**src/rtl/pipeline_run_ctrl.sv**
```systemverilog
// pipeline_run_ctrl
//   Run/step/halt sequencer for the 5-stage MIPS pipeline. It generates the global
//   pipeline enable and a synchronous flush, accepts RUN/STEP/STOP/CLEAR debug commands,
//   drains the pipeline after IF reports a HALT (so HALT retires), and then parks in HALTED.
//
// Handshake: a command transfers on a rising edge where cmd_valid && cmd_ready.
//   cmd_ready depends only on the current state and never on cmd_valid. A command that
//   transfers but has no meaning in the current state is consumed and dropped.
//
// Ports
//   clk           rising-edge clock
//   reset         asynchronous active-low reset (0 = reset)
//   cmd_valid     command present
//   cmd_op        00 RUN, 01 STEP, 10 STOP, 11 CLEAR
//   cmd_ready     command accepted on an edge with cmd_valid & cmd_ready
//   halt_fetched  IF holds HALT; only looked at in RUN and STEP
//   pipe_en       clock enable for PC and all pipeline registers
//   pipe_flush    synchronous clear of PC and pipeline registers
//   halted        sequencer is parked after a HALT
//   busy          sequencer is in RUN, STEP, DRAIN or FLUSH
//   cycle_count   enabled pipeline cycles since reset/CLEAR, saturating
//   state_dbg     current state encoding, for observation only
module pipeline_run_ctrl #(
    parameter int DRAIN_CYCLES = 4,
    parameter int FLUSH_CYCLES = 2,
    parameter int CNT_W        = 32
) (
    input  logic             clk,
    input  logic             reset,
    input  logic             cmd_valid,
    input  logic [1:0]       cmd_op,
    output logic             cmd_ready,
    input  logic             halt_fetched,
    output logic             pipe_en,
    output logic             pipe_flush,
    output logic             halted,
    output logic             busy,
    output logic [CNT_W-1:0] cycle_count,
    output logic [2:0]       state_dbg
);

    localparam int DW = $clog2(DRAIN_CYCLES + 1);
    localparam int FW = $clog2(FLUSH_CYCLES + 1);

    localparam logic [1:0] OP_RUN   = 2'b00;
    localparam logic [1:0] OP_STEP  = 2'b01;
    localparam logic [1:0] OP_STOP  = 2'b10;
    localparam logic [1:0] OP_CLEAR = 2'b11;

    typedef enum logic [2:0] {
        ST_IDLE   = 3'd0,
        ST_RUN    = 3'd1,
        ST_STEP   = 3'd2,
        ST_DRAIN  = 3'd3,
        ST_HALTED = 3'd4,
        ST_FLUSH  = 3'd5
    } state_e;

    state_e           state_q, state_d;
    logic [DW-1:0]    drain_cnt_q, drain_cnt_d;
    logic [FW-1:0]    flush_cnt_q, flush_cnt_d;
    logic [CNT_W-1:0] cycle_count_q, cycle_count_d;
    logic             cmd_fire;
    logic             clear_count;

    // Outputs are pure decodes of the state register.
    assign pipe_en     = (state_q == ST_RUN) || (state_q == ST_STEP) || (state_q == ST_DRAIN);
    assign pipe_flush  = (state_q == ST_FLUSH);
    assign halted      = (state_q == ST_HALTED);
    assign busy        = pipe_en || pipe_flush;
    assign cmd_ready   = (state_q == ST_IDLE) || (state_q == ST_RUN) || (state_q == ST_HALTED);
    assign cycle_count = cycle_count_q;
    assign state_dbg   = state_q;

    assign cmd_fire = cmd_valid && cmd_ready;

    always_comb begin
        state_d     = state_q;
        drain_cnt_d = drain_cnt_q;
        flush_cnt_d = flush_cnt_q;
        clear_count = 1'b0;

        case (state_q)
            ST_IDLE: begin
                if (cmd_fire) begin
                    case (cmd_op)
                        OP_RUN:   state_d = ST_RUN;
                        OP_STEP:  state_d = ST_STEP;
                        OP_CLEAR: begin
                            state_d     = ST_FLUSH;
                            flush_cnt_d = FW'(FLUSH_CYCLES);
                            clear_count = 1'b1;
                        end
                        default: ;
                    endcase
                end
            end
            ST_RUN: begin
                // A fetched HALT outranks any command arriving on the same edge.
                if (halt_fetched) begin
                    state_d     = ST_DRAIN;
                    drain_cnt_d = DW'(DRAIN_CYCLES);
                end else if (cmd_fire && (cmd_op == OP_STOP)) begin
                    state_d = ST_IDLE;
                end else if (cmd_fire && (cmd_op == OP_CLEAR)) begin
                    state_d     = ST_FLUSH;
                    flush_cnt_d = FW'(FLUSH_CYCLES);
                    clear_count = 1'b1;
                end
            end
            ST_STEP: begin
                if (halt_fetched) begin
                    state_d     = ST_DRAIN;
                    drain_cnt_d = DW'(DRAIN_CYCLES);
                end else begin
                    state_d = ST_IDLE;
                end
            end
            ST_DRAIN: begin
                // The counter holds the number of drain cycles left including this one.
                if (drain_cnt_q <= DW'(1)) begin
                    state_d     = ST_HALTED;
                    drain_cnt_d = '0;
                end else begin
                    drain_cnt_d = drain_cnt_q - DW'(1);
                end
            end
            ST_HALTED: begin
                if (cmd_fire && (cmd_op == OP_CLEAR)) begin
                    state_d     = ST_FLUSH;
                    flush_cnt_d = FW'(FLUSH_CYCLES);
                    clear_count = 1'b1;
                end
            end
            ST_FLUSH: begin
                if (flush_cnt_q <= FW'(1)) begin
                    state_d     = ST_IDLE;
                    flush_cnt_d = '0;
                end else begin
                    flush_cnt_d = flush_cnt_q - FW'(1);
                end
            end
            default: begin
                state_d     = ST_IDLE;
                drain_cnt_d = '0;
                flush_cnt_d = '0;
            end
        endcase
    end

    // Clearing on FLUSH entry wins over the increment of a RUN cycle taking the CLEAR.
    always_comb begin
        cycle_count_d = cycle_count_q;
        if (clear_count) begin
            cycle_count_d = '0;
        end else if (pipe_en && (cycle_count_q != {CNT_W{1'b1}})) begin
            cycle_count_d = cycle_count_q + CNT_W'(1);
        end
    end

    always_ff @(posedge clk or negedge reset) begin
        if (!reset) begin
            state_q       <= ST_IDLE;
            drain_cnt_q   <= '0;
            flush_cnt_q   <= '0;
            cycle_count_q <= '0;
        end else begin
            state_q       <= state_d;
            drain_cnt_q   <= drain_cnt_d;
            flush_cnt_q   <= flush_cnt_d;
            cycle_count_q <= cycle_count_d;
        end
    end

endmodule

```
**config.mk**
```make
export PLATFORM = sky130hd
export DESIGN_NAME = pipeline_run_ctrl
export DESIGN_NICKNAME = d
export VERILOG_FILES = /design/src/rtl/pipeline_run_ctrl.sv
export SDC_FILE = /design/constraint.sdc
export NUM_CORES = 1
export LEC_CHECK = 0
export CAP_MARGIN = 20
export CORE_UTILIZATION = 40
export CTS_BUF_LIST = sky130_fd_sc_hd__clkbuf_4
export DETAILED_ROUTE_END_ITERATION = 16
export DONT_BUFFER_PORTS = 1
export SLEW_MARGIN = 30
export SYNTH_ARGS = -nofsm -noshare
export SYNTH_HDL_FRONTEND = slang
export SYNTH_SLANG_ARGS = --single-unit
```
**constraint.sdc**
```tcl
create_clock -name clk -period 1.9 [get_ports clk]
set_input_delay 0.095 -clock clk [delete_from_list [all_inputs] [get_ports clk]]
set_output_delay 0.095 -clock clk [all_outputs]
set_load 0.05 [all_outputs]
```
# [Word level (Yosys, flattened, before mapping)]
# Cells that the tools add are included.
[op_classes] n_mux=27 eq_ne=17 n_reduce_logical=18 order_cmp=2 n_addsub=3 n_bitwise=2
[ops] cell="32-bit two-way mux" count=2
[ops] cell="32-bit by 1-bit adder with 32-bit output (second input constant)" count=1
[ops] cell="32-bit != test (second input constant)" count=1
[ops] cell="3-bit two-way mux" count=8
[ops] cell="3-bit one-hot mux with 3 select lines" count=2
[ops] cell="3-bit one-hot mux with 6 select lines" count=1
[ops] cell="2-bit two-way mux" count=7
[ops] cell="2-bit one-hot mux with 5 select lines" count=1
[ops] cell="2-bit by 1-bit != test with 1-bit output (second input constant)" count=4
[ops] cell="3-bit by 2-bit == test with 1-bit output (second input constant)" count=2
[ops] cell="3-bit == test (second input constant)" count=2
[ops] cell="2-bit != test (second input constant)" count=3
[ops] cell="1-bit logical OR" count=5
[ops] cell="1-bit two-way mux" count=5
[ops] cell="5-bit AND reduction" count=1
[ops] cell="2-bit == test (second input constant)" count=2
[ops] cell="1-bit logical AND" count=4
[ops] cell="4-bit by 1-bit != test with 1-bit output (second input constant)" count=1
[ops] cell="4-bit AND reduction" count=1
[ops] cell="2-bit OR reduction" count=2
[ops] cell="3-bit by 1-bit == test with 1-bit output (second input constant)" count=1
[ops] cell="3-bit by 1-bit less-or-equal comparator with 1-bit output (second input constant)" count=1
[ops] cell="3-bit zero test" count=1
[ops] cell="1-bit one-hot mux with 3 select lines" count=1
[ops] cell="9 further kinds" count=10
[word_totals] input_bits=6 word_cells=73 regBits=40 out_inout_bits=40

# [Longest topological paths before layout]
# Gate-level depths: netlist of the first run.
[depth] ltp_word=10 ltp_mapped=8 ltp_nobuf=6

# [Least setup slack after synthesis of the first run]
# No wires, ideal clock.
[synth_path] path_type="reg-to-reg" start="register state_q[0], in the netlist state_dbg[0]" end="register flush_cnt_q[0]" t_required_ns=1.818 setup_ns=0.082 path_stages_with_launch=6 synth_period_minus_slack_ns=2.588 path_buffers=1 slack_ns=-0.688 arrival_ns=2.506 path_cell_list="dfrtp_1 buf_2 inv_1 nor3_1 nand2_1 mux2i_1"
[synth_between] elab_cells_between_ends=22 cone_classes="9 x eq/ne; 4 x mux; 1 x bitwise; 8 x reduce/logical"
[synth_lines] element="start: declaration" line_no="59" source="state_e state_q, state_d;"
[synth_lines] element="start signal: assignment" line_no="168" source="state_q <= state_d;"
[synth_lines] element="3-bit == test"
[synth_lines] element="named net pipe_flush" line_no="35" source="output logic pipe_flush,"
[synth_lines] element="2-bit one-hot mux with 5 select lines" line_no="83" source="case (state_q)"
[synth_lines] element="end signal: assignment" line_no="170" source="flush_cnt_q <= flush_cnt_d;"
[synth_lines] element="end: declaration" line_no="61" source="logic [FW-1:0] flush_cnt_q, flush_cnt_d;"
# The timed path passes the listed nets, and every way through them passes these cells. The select of a mux whose other input is x is not followed.
# A chain may end at the register's enable or synchronous reset.

# [Worst setup path in the final report of the first run]
[layout_path] start="register cycle_count_q[0], in the netlist cycle_count[0]" end="register cycle_count_q[30], in the netlist cycle_count[30]"
[layout_between] elab_chain_cells=3 elab_cells_between_ends=6 cone_classes="1 x add/sub; 1 x eq/ne; 2 x mux; 2 x reduce/logical"
[layout_rtl] element="start: declaration" line_no="62" source="logic [CNT_W-1:0] cycle_count_q, cycle_count_d;"
[layout_rtl] element="start signal: assignment" line_no="171" source="cycle_count_q <= cycle_count_d;"
[layout_rtl] element="32-bit by 1-bit adder with 32-bit output or 32-bit != test (tied branches)" line_no="157, 156"
[layout_rtl] element="32-bit two-way mux or 1-bit logical AND (tied branches)" line_no="156" source="end else if (pipe_en && (cycle_count_q != {CNT_W{1'b1}})) begin"
[layout_rtl] element="32-bit two-way mux or 2-bit nonzero test (tied branches)"
# Parallel ways exist; a longest one is shown, timed or not. The select of a mux whose other input is x is not followed.

==> flow_summary.json, run 1 <==
{
  "status": "complete, no violations",
  "final.setup.tns_ns": 0,
  "intPower_uw": 2084,
  "start_util_pct": 41.58,
  "crit_arrival_ns": 2.05,
  "diodes": 0,
  "worst_pin_slew_ns": 0.4247,
  "seqCellArea_mm2": 0.001045,
  "n_fill_cell": 562,
  "fin_nets": 338,
  "placed_cell_area_mm2": 0.003079,
  "grt_usage_pct": 21.05,
  "synth_area_leaders": "dfrtp_1 40%, nand3_1 4.0%, a21oi_1 3.6%",
  "post-route-worst-setup-slack_ns": 0.09597,
  "rsz0062_at_grt": "yes",
  "synth_warnings": 0,
  "clock_sinks": 40,
  "slew_headroom_pct": 71.42,
  "path_class": "flip-flop to flip-flop",
  "multiInputGateArea_mm2": 0.001443,
  "grt_max_degree": 41,
  "dieArea_mm2": 0.006509,
  "dieHeight_um": 80.68,
  "clk_pin_slew_ns": 0.12,
  "core_area_mm2": 0.005956,
  "gp_congestion": 0.8253,
  "p_per_area_mw_per_mm2": 1299,
  "clockPowerShare_pct": 10.9,
  "drv_slew": 0,
  "synthCells": 273,
  "insertion_delay_ns": 0.35,
  "ys_seq_area_share_pct": 40.42,
  "ys_types": 60,
  "numCtsBuffers": 5,
  "cp_max_fo": 5,
  "viasPerCell": 5.897,
  "cp-start-kind": "flip-flop",
  "drt_first_pass_iters": 4,
  "vias": 2394,
  "pre_cts_ws_ns": 0.03476,
  "switching_share_pct": 49.80,
  "syn_to_final_growth_pct": 29.11,
  "grt_pass1_wl_um": 10520,
  "die_w_um": 80.68,
  "ant_nets": 0,
  "fmax_mhz": 554.3,
  "p_sw_uw": 2068,
  "ir_drop_uv": 732.6,
  "hpwl_um": 4765,
  "syn-num-nets": 281,
  "hold_violations": 0,
  "cap_viol_max_count": 0,
  "power_uw": 4152,
  "pwr-share-seq_pct": 30.1,
  "grt_antenna_before_repair": 0,
  "numPortBuffers": 0,
  "overflow": 0,
  "critPathCaptureType": "flip-flop",
  "synthArstFlopShare_pct": 100.0,
  "pwr-share-comb_pct": 59.0,
  "leakagePower_uw": 0.001253,
  "cts_buffer_depth": 2,
  "synth_area_mm2": 0.002476,
  "r2r_cells": 6,
  "synth_area_per_cell_um2": 9.070,
  "finalCriticalPeriod_ns": 1.804,
  "drt-initial-drc-count": 113,
  "grt_pass1_vias": 2173,
  "drt_wl_total_um": 6467,
  "drive_gt1_share_pct": 42.30,
  "io_pins": 46,
  "drt-wirelength-per-cell_um": 15.93,
  "root_buffer": "clkbuf_4",
  "finClkSkew_ns": 0.01743,
  "synth_top_area_share_pct": 40.42,
  "whs_path_depth": 2,
  "holdCritPathClass": "input port to flip-flop",
  "synth_edf_count": 0,
  "setup_viol": 0,
  "cts_tree": "built",
  "htree_levels": 2,
  "ys.flop_type": "dfrtp_1",
  "row_count": 28,
  "critPathRequiredTime_ns": 2.14,
  "ys_ff_latch": 40,
  "drcViolationCount": 0,
  "yosysTopAreaCell": "dfrtp_1",
  "timing.final.crit_share_pct": 94.95,
  "fin_area_mm2": 0.003197
}
## synth_stat cells, drive strengths merged, types with 3 or more instances
cell type  instances
dfrtp             40
a21oi             25
nor2              22
nand3             21
nand2             20
nand4              9
nor3               9
o21ai              9
o31ai              9
buf                8
inv                8
or4                8
xnor2              8
a211oi             7
or3                7
and4               6
and3               5
clkbuf             5
nor4               5
a31oi              4
a31o               3
## area by class of cell
| class | instances | share of cell area, % |
|---|---|---|
| inverter | 8 | 1.018 |
| clock buffer | 7 | 1.644 |
| timing repair buffer | 63 | 16.44 |
| clock inverter | 1 | 0.1566 |
| multi-input combinational | 212 | 45.13 |
| sequential | 40 | 32.68 |
| tap | 75 | 2.935 |
## cell usage in the layout, fill, tap and decap left out, types with 3 or more instances in the layout
cell,n
nor3_2,3
nand4_1,8
dfrtp_2,35
nand3_1,18
a21oi_2,10
nor4_1,4
xnor2_1,8
o21ai_0,3
inv_1,7
buf_12,4
clkbuf_4,7
o31ai_1,8
nand2_1,19
a31oi_1,4
nor3_1,5
and4_1,5
and3_1,3
dfrtp_1,5
nor2_1,21
nand3_2,3
o21ai_2,3
buf_4,58
a211oi_1,7
or4_1,8
or3_1,6
o21ai_1,3
a21oi_1,15
## per-stage QoR
stage | instances | utilization (%) | hold WS, ns
after floorplan | 273 | - | -0.2006
after global placement | 393 | 51.70 | -0.1994
after detailed placement | 393 | 51.70 | -0.1994
after CTS | 403 | 53.17 | 0.04599
after global routing | 406 | 53.68 | 0.05757
final | 406 | 53.68 | 0.05838
## sequential cells by signal, indices dropped and copies added, names as in the netlist
register / count
flush_cnt_q: 2
drain_cnt_q: 3
cycle_count: 32
state_dbg: 3
## logic make-up after synthesis
| group | synth area share (%) |
|---|---|
| AOI/OAI and AO/OA | 22.59 |
| xor gates and xnor gates | 3.537 |
| adders and majority gates | 1.010 |
| buffers and inverters | 4.547 |
| DFF | 40.42 |
| muxes | 0.8085 |
| and+or+nand+nor | 27.09 |
## power groups by stage
stage / registers [uW] / logic (uW) / clock network [uW]
floorplan: 1820 / 1200 / 0
global placement: 1260 / 2400 / 0
detailed placement: 1270 / 2430 / 0
CTS: 1250 / 2460 / 467
global route: 1280 / 2640 / 511
finish: 1250 / 2450 / 454
## critical path, cell delays in order, from the launching register on
cell	delay, ns
dfrtp_2	0.41
ha_4	0.17
nand4_1	0.21
nor4_1	0.47
nand4_1	0.20
xor2_1	0.20
nor2_1	0.05
## repair_timing
item / in CTS / in global routing
hold endpoints to repair: 40 / 0
hold buffers: 2 / 0
setup endpoints to repair: 0 / 10
setup buffers: 0 / 3
gates resized for setup: 0 / 3
## routing by layer
| layer | vias to the layer above | GRT usage (%) | wire length, um |
|---|---|---|---|
| met5 | - | 0 | 0 |
| met4 | 0 | 4.821 | 70 |
| met3 | 6 | 5.227 | 298 |
| met2 | 58 | 36.10 | 3231 |
| met1 | 1169 | 26.35 | 2867 |
| li1 | 1161 | - | - |
## path summary, 6_finish.rpt
| path | startpoint | endpoint | slack [ns] |
|---|---|---|---|
| min in group asynchronous | reset | cycle_count[5]$_DFFE_PN0P_ | 0.18 |
| worst min-delay path | halt_fetched | drain_cnt_q[2]$_DFFE_PN0P_ | 0.06 |
| max in group asynchronous | reset | cycle_count[11]$_DFFE_PN0P_ | 1.46 |
| worst max register to register | cycle_count[0]$_DFFE_PN0P_ | cycle_count[30]$_DFFE_PN0P_ | 0.1 |
| worst max-delay path | cycle_count[0]$_DFFE_PN0P_ | cycle_count[30]$_DFFE_PN0P_ | 0.1 |
| worst min register to register | drain_cnt_q[0]$_DFFE_PN0P_ | drain_cnt_q[0]$_DFFE_PN0P_ | 0.48 |
Power figures use the tool's default switching activity.
==> run 2: changes to the inputs <==
==> constraint.sdc (replaced) <==
create_clock -name clk -period 1.9 [get_ports clk]
set_input_delay 0.19 -clock clk [delete_from_list [all_inputs] [get_ports clk]]
set_output_delay 0.19 -clock clk [all_outputs]
set_load 0.05 [all_outputs]
==> run 2 against run 1 <==
Fmax down 3.4%. Clock skew down 0.0043 ns. Register-to-register slack worse by 0.06 ns. Sequential share of layout area down 0.86 points. Worst setup slack worse by 0.063 ns. Die area unchanged. Clock-buffer cell count down 1. Sequential power about the same. Largest cell class unchanged.
==> flow_summary.json, run 2 (synthesis gave the netlist of run 1 again) <==
{
  "pwr-share-comb_pct": 56.5,
  "ant_nets": 0,
  "status": "complete, no violations",
  "cts_buffer_depth": 2,
  "cp_top_family": "simple AND/OR/NAND/NOR gates",
  "drv_slew": 0,
  "ir_drop_uv": 855.6,
  "start_util_pct": 41.58,
  "pwr-share-seq_pct": 29.7,
  "numPortBuffers": 0,
  "fin_nets": 345,
  "drive_gt1_share_pct": 45.27,
  "holdCritPathClass": "input port to flip-flop",
  "overflow": 0,
  "diodes": 0,
  "intPower_uw": 2170,
  "final_common_cell": "buf_4",
  "grt_max_degree": 41,
  "n_fill_cell": 569,
  "crit_arrival_ns": 2.17,
  "vias": 2455,
  "p_sw_uw": 2087,
  "die_w_um": 80.68,
  "grt_pass1_vias": 2303,
  "io_pins": 46,
  "timing.final.crit_share_pct": 98.27,
  "clock_sinks": 40,
  "row_count": 28,
  "cp_num_buf_inv": 1,
  "drt_first_pass_iters": 5,
  "dieHeight_um": 80.68,
  "worst_pin_slew_ns": 0.3831,
  "clk_pin_slew_ns": 0.13,
  "grt_antenna_before_repair": 0,
  "syn_to_final_growth_pct": 32.59,
  "clockPowerShare_pct": 13.8,
  "cap_viol_max_count": 0,
  "slowest_stage": "or4b_1",
  "rrSetupSlack_ns": 0.03,
  "grt_usage_pct": 21.57,
  "fmax_mhz": 535.6,
  "cp-start-kind": "flip-flop",
  "final.setup.tns_ns": 0,
  "viasPerCell": 5.944,
  "critPathCaptureType": "flip-flop",
  "rsz0062_at_grt": "yes",
  "insertion_delay_ns": 0.35,
  "core_area_mm2": 0.005956,
  "root_buffer": "clkbuf_4",
  "grt_pass1_wl_um": 10840,
  "drt-initial-drc-count": 136,
  "path_class": "flip-flop to flip-flop",
  "cts_tree": "built",
  "finClkSkew_ns": 0.01314,
  "max_stage_delay_ns": 0.46,
  "switching_share_pct": 49.03,
  "finalCriticalPeriod_ns": 1.867,
  "drt-wirelength-per-cell_um": 15.94,
  "dieArea_mm2": 0.006509,
  "slew_headroom_pct": 74.27,
  "gp_congestion": 0.8310,
  "leakagePower_uw": 0.001307,
  "drt_wl_total_um": 6585,
  "critPathRequiredTime_ns": 2.20,
  "final_cell_mix": "64 x buf_4, 35 x dfrtp_2, 21 x nor2_1",
  "htree_levels": 2,
  "path_cells": "nand4b_1 > buf_4 > a21o_1 > a31o_1 > or4b_1 > nand2_1",
  "setup_viol": 0,
  "hpwl_um": 4949,
  "largest_reg_flops": 32,
  "p_per_area_mw_per_mm2": 1297,
  "cp_max_fo": 4,
  "place_inst": 401,
  "numCtsBuffers": 5,
  "fin_cells": 413,
  "hold_violations": 0,
  "drcViolationCount": 0
}
## run 2: cell count changes in the layout (fill, tap and decap cells not counted), moves of 3 or more
cell,delta
buf_12,-3
buf_6,+4
a21oi_1,-4
buf_4,+6
a21oi_2,+4
## run 2: timing repair
item	4_1_cts	5_1_grt
gates resized for setup	1	16
hold buffers	2	0
setup buffers	0	2
hold endpoints to repair	40	0
endpoints found under the setup margin	1	14
pin swaps	0	6
## run 2: area by class of cell
class | count | area [um^2] | share of cell area (%)
Sequential cell | 40 | 1045 | 31.82
Clock buffer | 6 | 45.04 | 1.372
Timing Repair Buffer | 70 | 555.5 | 16.92
Tap cell | 75 | 93.84 | 2.858
Multi-Input combinational cell | 212 | 1479 | 45.05
Clock inverter | 2 | 35.03 | 1.067
Inverter | 8 | 30.03 | 0.9146
## run 2: layer usage
metal / GRT usage (%) / vias up / wire [um]
li1: - / 1177 / -
met1: 28.46 / 1208 / 2961
met2: 34.66 / 60 / 3185
met3: 5.568 / 10 / 353
met4: 5.893 / 0 / 84
met5: 0 / - / 0
## run 2: path summary, 6_finish.rpt
path,from,end,cells after the start
min reg2reg,drain_cnt_q[0]$_DFFE_PN0P_,drain_cnt_q[0]$_DFFE_PN0P_,1
min in group asynchronous,reset,cycle_count[10]$_DFFE_PN0P_,2
max reg2reg,state_dbg[1]$_DFFE_PN0P_,cycle_count[29]$_DFFE_PN0P_,6
min,halt_fetched,state_dbg[1]$_DFFE_PN0P_,2
max in group asynchronous,reset,cycle_count[27]$_DFFE_PN0P_,2
max,state_dbg[1]$_DFFE_PN0P_,cycle_count[29]$_DFFE_PN0P_,6
## run 2: through the flow
stage	hold WS [ns]	instance area [um^2]	total power (uW)	util [%]	worst slack [ns]
floorplan	-0.1056	2597	2990	-	-0.1297
global placement	-0.1040	3095	3569	51.97	0.07251
detailed placement	-0.1043	3095	3614	51.97	0.007857
CTS	0.1538	3209	4228	53.89	0.006415
global route	0.1637	3283	4527	55.13	-0.04493
finish	0.1635	3283	4257	55.13	0.03280
## run 2: power groups by stage
stage / clock network, uW / logic (uW) / registers [uW]
2_1_floorplan: 0 / 1180 / 1810
3_3_place_gp: 0 / 2300 / 1270
3_5_place_dp: 0 / 2340 / 1280
4_1_cts: 595 / 2370 / 1260
5_1_grt: 642 / 2590 / 1290
6_report: 587 / 2410 / 1260
==> run 3: changes to the inputs <==
- clock period: 1.9 -> 2 ns (I/O delays scaled with it)
==> run 3 against run 2 <==
First-iteration DRC count is 6.6% lower. Clock-buffer cell count stayed put. Sequential power decreased by 8%. Global-route usage is 0.072 points lower. Critical path depth unchanged. Clock power decreased by 6.1%.
==> flow_summary.json, run 3 (synthesis gave the netlist of run 1 again) <==
{
  "status": "complete, no violations",
  "grt_pass1_wl_um": 10740,
  "dieHeight_um": 80.68,
  "row_count": 28,
  "fin_nets": 335,
  "holdCritPathClass": "input port to flip-flop",
  "setup_viol": 0,
  "syn_to_final_growth_pct": 27.03,
  "overflow": 0,
  "clk_pin_slew_ns": 0.13,
  "drt-initial-drc-count": 127,
  "placed_cell_area_mm2": 0.003032,
  "io_pins": 46,
  "htree_levels": 2,
  "ant_nets": 0,
  "ir_drop_uv": 835.3,
  "drive_gt1_share_pct": 36.89,
  "cap_viol_max_count": 0,
  "cp-start-kind": "flip-flop",
  "rsz0062_at_grt": "yes",
  "leakagePower_uw": 0.001254,
  "grt_usage_pct": 21.50,
  "fin_area_mm2": 0.003146,
  "critPathCaptureType": "flip-flop",
  "diodes": 0,
  "drt-wirelength-per-cell_um": 16.46,
  "viasPerCell": 5.913,
  "final.setup.tns_ns": 0,
  "grt_max_degree": 41,
  "fin_hold_ws_ns": 0.1521,
  "drt_first_pass_iters": 4,
  "insertion_delay_ns": 0.36,
  "cts_tree": "built",
  "core_area_mm2": 0.005956,
  "path_class": "flip-flop to flip-flop",
  "critPathRequiredTime_ns": 2.29,
  "start_util_pct": 41.58,
  "grt_pass1_vias": 2156,
  "final_common_cell": "buf_4",
  "cts_buffer_depth": 2,
  "hold_violations": 0,
  "drcViolationCount": 0,
  "numPortBuffers": 0,
  "root_buffer": "clkbuf_4",
  "die_w_um": 80.68,
  "numCtsBuffers": 5,
  "crit_arrival_ns": 2.22,
  "worst_pin_slew_ns": 0.4834,
  "p_per_area_mw_per_mm2": 1262,
  "clock_sinks": 40,
  "fmax_mhz": 517.7,
  "fin_util_pct": 52.82,
  "hpwl_um": 4812,
  "vias": 2383,
  "timing.final.crit_share_pct": 96.58,
  "finClkSkew_ns": 0.01780,
  "largest_reg_flops": 32,
  "gp_congestion": 0.8286,
  "drv_slew": 0,
  "slew_headroom_pct": 67.63,
  "dieArea_mm2": 0.006509,
  "drt_wl_total_um": 6632,
  "finalCriticalPeriod_ns": 1.932,
  "power_uw": 3969,
  "final_cell_mix": "55 x buf_4, 28 x dfrtp_2, 21 x nor2_1",
  "grt_antenna_before_repair": 0,
  "cp_max_fo": 5
}
==> run 3: cell type report <==
cell class	instances	area, um^2
Fill cell	571	2810
Multi-Input combinational cell	212	1411
Sequential cell	40	1036
Timing Repair Buffer	60	494.2
Tap cell	75	93.84
Clock buffer	6	45.04
Clock inverter	2	35.03
Inverter	8	30.03
==> run 3: stage by stage <==
stage	setup WS [ns]	std cells
detailed placement	0.1014	393
CTS	0.04938	403
global placement	0.1238	393
global route	-0.02897	403
floorplan	-0.08172	273
finish	0.06843	403
==> run 3: report_power, final <==
part / switching [uW] / internal, uW / total (uW)
clock: 275 / 276 / 551
combinational: 1530 / 729 / 2250
sequential: 151 / 1010 / 1160
total: 1950 / 2020 / 3970
==> run 3: path summary, 6_finish.rpt <==
| check | from | endpoint | slack [ns] | cells past startpoint |
|---|---|---|---|---|
| min in group asynchronous | reset | cycle_count[9]$_DFFE_PN0P_ | 0.33 | 2 |
| max in group asynchronous | reset | state_dbg[0]$_DFFE_PN0P_ | 1.44 | 2 |
| setup reg to reg | cycle_count[3]$_DFFE_PN0P_ | cycle_count[2]$_DFFE_PN0P_ | 0.07 | 6 |
| setup / recovery | cycle_count[3]$_DFFE_PN0P_ | cycle_count[2]$_DFFE_PN0P_ | 0.07 | 6 |
| hold / removal | halt_fetched | state_dbg[1]$_DFFE_PN0P_ | 0.15 | 2 |
| hold reg to reg | drain_cnt_q[0]$_DFFE_PN0P_ | drain_cnt_q[0]$_DFFE_PN0P_ | 0.48 | 1 |
==> run 3: repair_timing <==
| item | in CTS | in global routing |
|---|---|---|
| setup endpoints to repair | 0 | 5 |
| hold endpoints to repair | 40 | 0 |
| hold buffers | 2 | 0 |
| setup buffers | 0 | 0 |
| gates resized for setup | 0 | 1 |
==> run 3: metal layers <==
metal / part of all wire [%] / GRT usage (%)
met4: 0.84 / 4.821
met5: 0 / 0
met3: 6.6 / 5.568
met2: 48 / 35.42
met1: 44 / 28.04
==> run 3: worst max-delay path: stages, from the launching register on <==
cell	delay (ns)
dfrtp_2	0.40
buf_4	0.22
nand4_1	0.20
nor3_1	0.42
a31oi_1	0.28
a21oi_1	0.22
a31o_1	0.11
